File: src/rtl/wb_arbiter.sv
// Register-file write-port arbiter.
// It merges the always-accepted pipeline write with writes coming back from
// the multicycle unit, which are buffered in a two-entry FIFO. It also keeps
// a per-register scoreboard of outstanding multicycle results. When the FIFO
// head keeps losing to the pipeline, the arbiter asks the pipeline for a
// bubble so that the head can drain.
module wb_arbiter (
  input  logic        clk,
  input  logic        reset,
  input  logic        armW,
  input  logic        pw_valid,
  input  logic [4:0]  pw_addr,
  input  logic [31:0] pw_data,
  input  logic        sw_valid,
  output logic        sw_ready,
  input  logic [4:0]  sw_addr,
  input  logic [31:0] sw_data,
  input  logic        issue_valid,
  input  logic [4:0]  issue_addr,
  output logic        we3,
  output logic [4:0]  wa3,
  output logic [31:0] wd3,
  output logic        pc_we,
  output logic [31:0] pc_wd,
  output logic [31:0] pending,
  output logic        stall_req
);

  // Secondary-write FIFO storage and bookkeeping
  logic [4:0]  fifoAddr_q [2];
  logic [31:0] fifoData_q [2];
  logic        rdPtr_q, wrPtr_q;
  logic [1:0]  count_q, count_d;

  // Starvation counter and scoreboard
  logic [1:0]  starve_q, starve_d;
  logic [31:0] pending_q, pending_d;

  // Registered write-port outputs
  logic        we3_q, we3_d;
  logic [4:0]  wa3_q, wa3_d;
  logic [31:0] wd3_q, wd3_d;
  logic        pcWe_q, pcWe_d;
  logic [31:0] pcWd_q, pcWd_d;

  // Selection helpers
  logic        fifoFull, fifoEmpty, push, pop, selValid;
  logic [4:0]  headAddr, selAddr;
  logic [31:0] headData, selData;

  // The primary write always wins. The FIFO head is used only when the primary write is idle.
  always_comb begin
    fifoFull  = (count_q == 2'd2);
    fifoEmpty = (count_q == 2'd0);
    headAddr  = fifoAddr_q[rdPtr_q];
    headData  = fifoData_q[rdPtr_q];
    push      = sw_valid && !fifoFull;
    pop       = !pw_valid && !fifoEmpty;
    selValid  = pw_valid || !fifoEmpty;
    selAddr   = pw_valid ? pw_addr : headAddr;
    selData   = pw_valid ? pw_data : headData;
  end

  // Decode the selected write into register-file or PC-redirect form
  always_comb begin
    we3_d  = 1'b0;
    pcWe_d = 1'b0;
    wa3_d  = wa3_q;
    wd3_d  = wd3_q;
    pcWd_d = pcWd_q;
    if (selValid) begin
      if (armW) begin
        if (selAddr[3:0] == 4'hF) begin
          pcWe_d = 1'b1;
          pcWd_d = selData;
        end else begin
          we3_d = 1'b1;
          wa3_d = {1'b0, selAddr[3:0]};
          wd3_d = selData;
        end
      end else if (selAddr != 5'd0) begin
        we3_d = 1'b1;
        wa3_d = selAddr;
        wd3_d = selData;
      end
    end
  end

  // FIFO occupancy, the starvation counter and scoreboard next-state
  always_comb begin
    count_d = count_q;
    case ({push, pop})
      2'b10:   count_d = count_q + 2'd1;
      2'b01:   count_d = count_q - 2'd1;
      default: count_d = count_q;
    endcase

    starve_d = starve_q;
    if (fifoEmpty || pop) begin
      starve_d = 2'd0;
    end else if (starve_q != 2'd3) begin
      starve_d = starve_q + 2'd1;
    end

    pending_d = pending_q;
    if (pop) begin
      pending_d[headAddr] = 1'b0;
    end
    if (issue_valid && !(issue_addr == 5'd0 && !armW)) begin
      pending_d[issue_addr] = 1'b1;
    end
  end

  // State registers, which are cleared asynchronously by reset
  always_ff @(posedge clk or posedge reset) begin
    if (reset) begin
      for (int i = 0; i < 2; i++) begin
        fifoAddr_q[i] <= '0;
        fifoData_q[i] <= '0;
      end
      rdPtr_q   <= 1'b0;
      wrPtr_q   <= 1'b0;
      count_q   <= '0;
      starve_q  <= '0;
      pending_q <= '0;
      we3_q     <= 1'b0;
      wa3_q     <= '0;
      wd3_q     <= '0;
      pcWe_q    <= 1'b0;
      pcWd_q    <= '0;
    end else begin
      if (push) begin
        fifoAddr_q[wrPtr_q] <= sw_addr;
        fifoData_q[wrPtr_q] <= sw_data;
        wrPtr_q             <= ~wrPtr_q;
      end
      if (pop) begin
        rdPtr_q <= ~rdPtr_q;
      end
      count_q   <= count_d;
      starve_q  <= starve_d;
      pending_q <= pending_d;
      we3_q     <= we3_d;
      wa3_q     <= wa3_d;
      wd3_q     <= wd3_d;
      pcWe_q    <= pcWe_d;
      pcWd_q    <= pcWd_d;
    end
  end

  assign sw_ready  = (count_q != 2'd2);
  assign stall_req = (starve_q == 2'd3);
  assign pending   = pending_q;
  assign we3       = we3_q;
  assign wa3       = wa3_q;
  assign wd3       = wd3_q;
  assign pc_we     = pcWe_q;
  assign pc_wd     = pcWd_q;

endmodule

File: config.mk
export PLATFORM = sky130hd
export DESIGN_NAME = wb_arbiter
export DESIGN_NICKNAME = d
export VERILOG_FILES = /design/src/rtl/wb_arbiter.sv
export SDC_FILE = /design/constraint.sdc
export NUM_CORES = 1
export LEC_CHECK = 0
export BUFFER_PORTS_ARGS = -buffer_cell sky130_fd_sc_hd__buf_4
export CORE_ASPECT_RATIO = 0.7
export CORE_UTILIZATION = 48
export DETAILED_ROUTE_END_ITERATION = 7
export GPL_ROUTABILITY_DRIVEN = 0
export PLACE_DENSITY = 0.84
export SLEW_MARGIN = 20
export SYNTH_ARGS = -nofsm -noshare
export SYNTH_HDL_FRONTEND = slang
export SYNTH_SLANG_ARGS = --single-unit
File: constraint.sdc
create_clock -name clk -period 10.2 [get_ports clk]
set_clock_uncertainty 0.1 [all_clocks]
set_input_delay 3.06 -clock clk [delete_from_list [all_inputs] [get_ports clk]]
set_output_delay 3.06 -clock clk [all_outputs]
set_load 0.05 [all_outputs]
==> results.md <==
* Run status: finished clean
* Clock buffer depth at 2
* Type of the worst min-delay path: register to register
* Syn Std Cell Area at ~8000 um2
* Vias in the first global route at 5596
* Drt initial violations at 360
* Worst-skew pair later-pin latency at roughly 420 ps
* Worst-margin pin slew at 968 ps
* Leading cell type in the layout, fill and taps excluded: buf_4
* Reg clk slew, reported paths at around 70 ps
* Chip width at 156 um
* Multi-input gate area at 3240 um2
* Initial Util at 0.489
* Routed WL per cell at 18.3 um
* Largest family of logic cells by synthesized area: multiplexers
* Core area at 16300 um2
* Post-DP HPWL at between 10 and 15 mm
* CP Max Fanout at between 70 and 80
* Hold Fails Final Rpt at 0
* RSZ-0062 raised after global routing: no
* Tmin final at 5630 ps
* Leakage at 4.80 nW
* Worst Setup End Kind: register
* Drt via density at between 5 and 6
* Final setup TNS at 0 ps
* Fmax at 178 MHz
* Final Max Slew Viols at 0
* # rows at 39
* First-pass iteration count of the detailed router at 4
* Register area at between 4000 and 5000 um2
* Largest net degree at the start of global routing at approximately 110
* Synth-to-Final Area Change at 27.4%
* Mapped Cells at ~610
* Root Buffer: clkbuf_16
* Synth Area in Adders at 0.00314
* Startpoint types: primary input
* Reg2Reg Depth at 7
* Relative slew slack at 0.348
* Crit path arrival time at 5830 ps
* Tcrit/Tclk final at 0.552
* Synth area leaders: dfrtp_1 (57%), mux2_2 (16%), o21ai_0 (6.4%), mux2_4 (5.1%), mux2i_1 (4.5%)
* Routed WL at roughly 19 mm
* Synth top area share at 0.574
* CTS tree: yes
* Via Count at 5481
* Port buffer count at 189
* Data required time of the worst path at 10400 ps
* Fill count at 1329
* I/O pin total at 190
* # nets final at 881
* P per Cell Area at about 380 nW/um2
* Diodes inserted at 0
* Post-synthesis mux area share at 0.259
* Yosys warns at 0
* Initial antenna violation count at 0
* Final setup viols at 0
* Synth area leader: dfrtp_1
* Share of layout cells above drive strength 1 at 0.471
* Post-Synth Simple-Gate Area at 0.0522
* Max-Cap Viols at 0
* Synth Area in XOR/XNOR at 0.00659
* Syn avg cell area at between 10 and 15 um2
* Total GRT Usage at 0.228
* Setup CP Type: primary input to register
* Die ar. at 17100 um2
* Netlist cell types at 40
* Final ANT Viol Nets at 0
* Compound-Gate Fraction of Synth Area at 0.0842
* Pre-CTS WS at around 4000 ps
* First-pass GRT wire length at 29.8 mm
* GRT overflow at 0
* Mapped Nets at 694
* Post-cts resize count at 0
* Leading cell types in the layout, fill and taps excluded: buf_4 (194), dfrtp_1 (182), mux2_2 (112)
* IR drop worst, VDD at 0.204 mV
* Clock H-tree levels at 4
* Die Ht at between 100 and 150 um
* Drt drc at 0
* Hold depth at 1
* CTS sink cnt at 183
* Setup Buffers After CTS at 0
* #FFs+latches synth at 183
* Clock buffer count from CTS at 17
* Final setup margin at 4570 ps
* Seq/Total Area, Yosys at 0.574
* Hold_buf cts at 0
-- area by class of cell --
cell class	count	area share
inverter	7	0.00308
clock inverter	12	0.0110
clock buffer	20	0.0449
sequential	183	0.451
multi-input combinational	391	0.319
tap	225	0.0277
timing repair buffer	194	0.143
-- critical path, cell delays in order --
cell and delay (ps):
buf_4 520, inv_2 200, mux2i_2 390, o41ai_4 150
a21oi_4 640, buf_4 470, mux2_2 380
-- flip-flops by register name, indices dropped and copies added, names as in the netlist, 2 cells and up --
register / cells
wd3: 32
count_q: 2
pending: 32
wa3: 5
pc_wd: 32
starve_q: 2
fifoAddr_q: 10
fifoData_q: 64
-- cells by family (layout without fill, tap and decap cells) --
logic type | count (synthesis) | after routing
simple gates | 88 | 88
buf+inv | 33 | 233
mux | 177 | 177
compound gates | 118 | 118
flops | 183 | 183
xor+xnor | 6 | 6
fa+ha+maj | 2 | 2
-- Yosys cell counts --
library cell and n:
nand3_1 4, buf_6 4, a2bb2oi_1 3, nand3b_1 6, or3_1 1, nor3b_1 2
and2_4 1, inv_1 6, mux2i_1 36, o22ai_1 1, nor4_1 1, mux2_2 112
and2b_1 1, o311ai_2 1, a22o_1 2, dfrtp_1 183, inv_2 1, buf_1 2
mux2i_2 1, a21oi_1 2, a31o_2 1, o32ai_1 2, o31ai_1 2, and4_4 1
nand2_1 52, or3b_2 2, nor2_1 8, o21ai_0 102, mux2_4 27, buf_2 10
clkbuf_1 10, nor2b_1 2, nand2b_1 5, nor3_1 2, xor2_1 3, ha_1 2
xnor2_1 3, a21oi_4 1, o41ai_4 1, mux2i_4 1
-- path summary, 6_finish.rpt --
path / slack (ps) / end / startpoint
min in group asynchronous: 2740 / pending[19] / reset
max: 4570 / wd3[26] / pw_valid
min reg2reg: 410 / fifoData_q[37] / fifoData_q[37]
min: 410 / fifoData_q[37] / fifoData_q[37]
max reg2reg: 6570 / wd3[26] / rdPtr_q
max in group asynchronous: 5700 / fifoAddr_q[2] / reset
-- metrics by stage --
step           utilization  instances  cell area, um2  total power (W)  hold slack, ps
4_1_cts              0.624       1032           10200          0.00393             410
3_3_place_gp         0.589       1000            9590          0.00323             387
2_1_floorplan            -        607            7980          0.00270             368
5_1_grt              0.624       1032           10200          0.00411             426
6_report             0.624       1032           10200          0.00391             407
3_5_place_dp         0.589       1000            9590          0.00328             395
-- layer usage --
metal	vias up	share of wire	global-route usage
li1	2552	-	-
met1	2759	0.48	0.327
met2	157	0.45	0.352
met3	13	0.056	0.0528
met4	0	0.0083	0.0532
met5	-	0	0
-- power breakdown --
part | switching [W] | internal [W]
Clock | 0.000302 | 0.000336
Combinational | 0.00120 | 0.000745
Sequential | 0.000245 | 0.00108
Note: power is estimated with default switching activity, not from simulation.
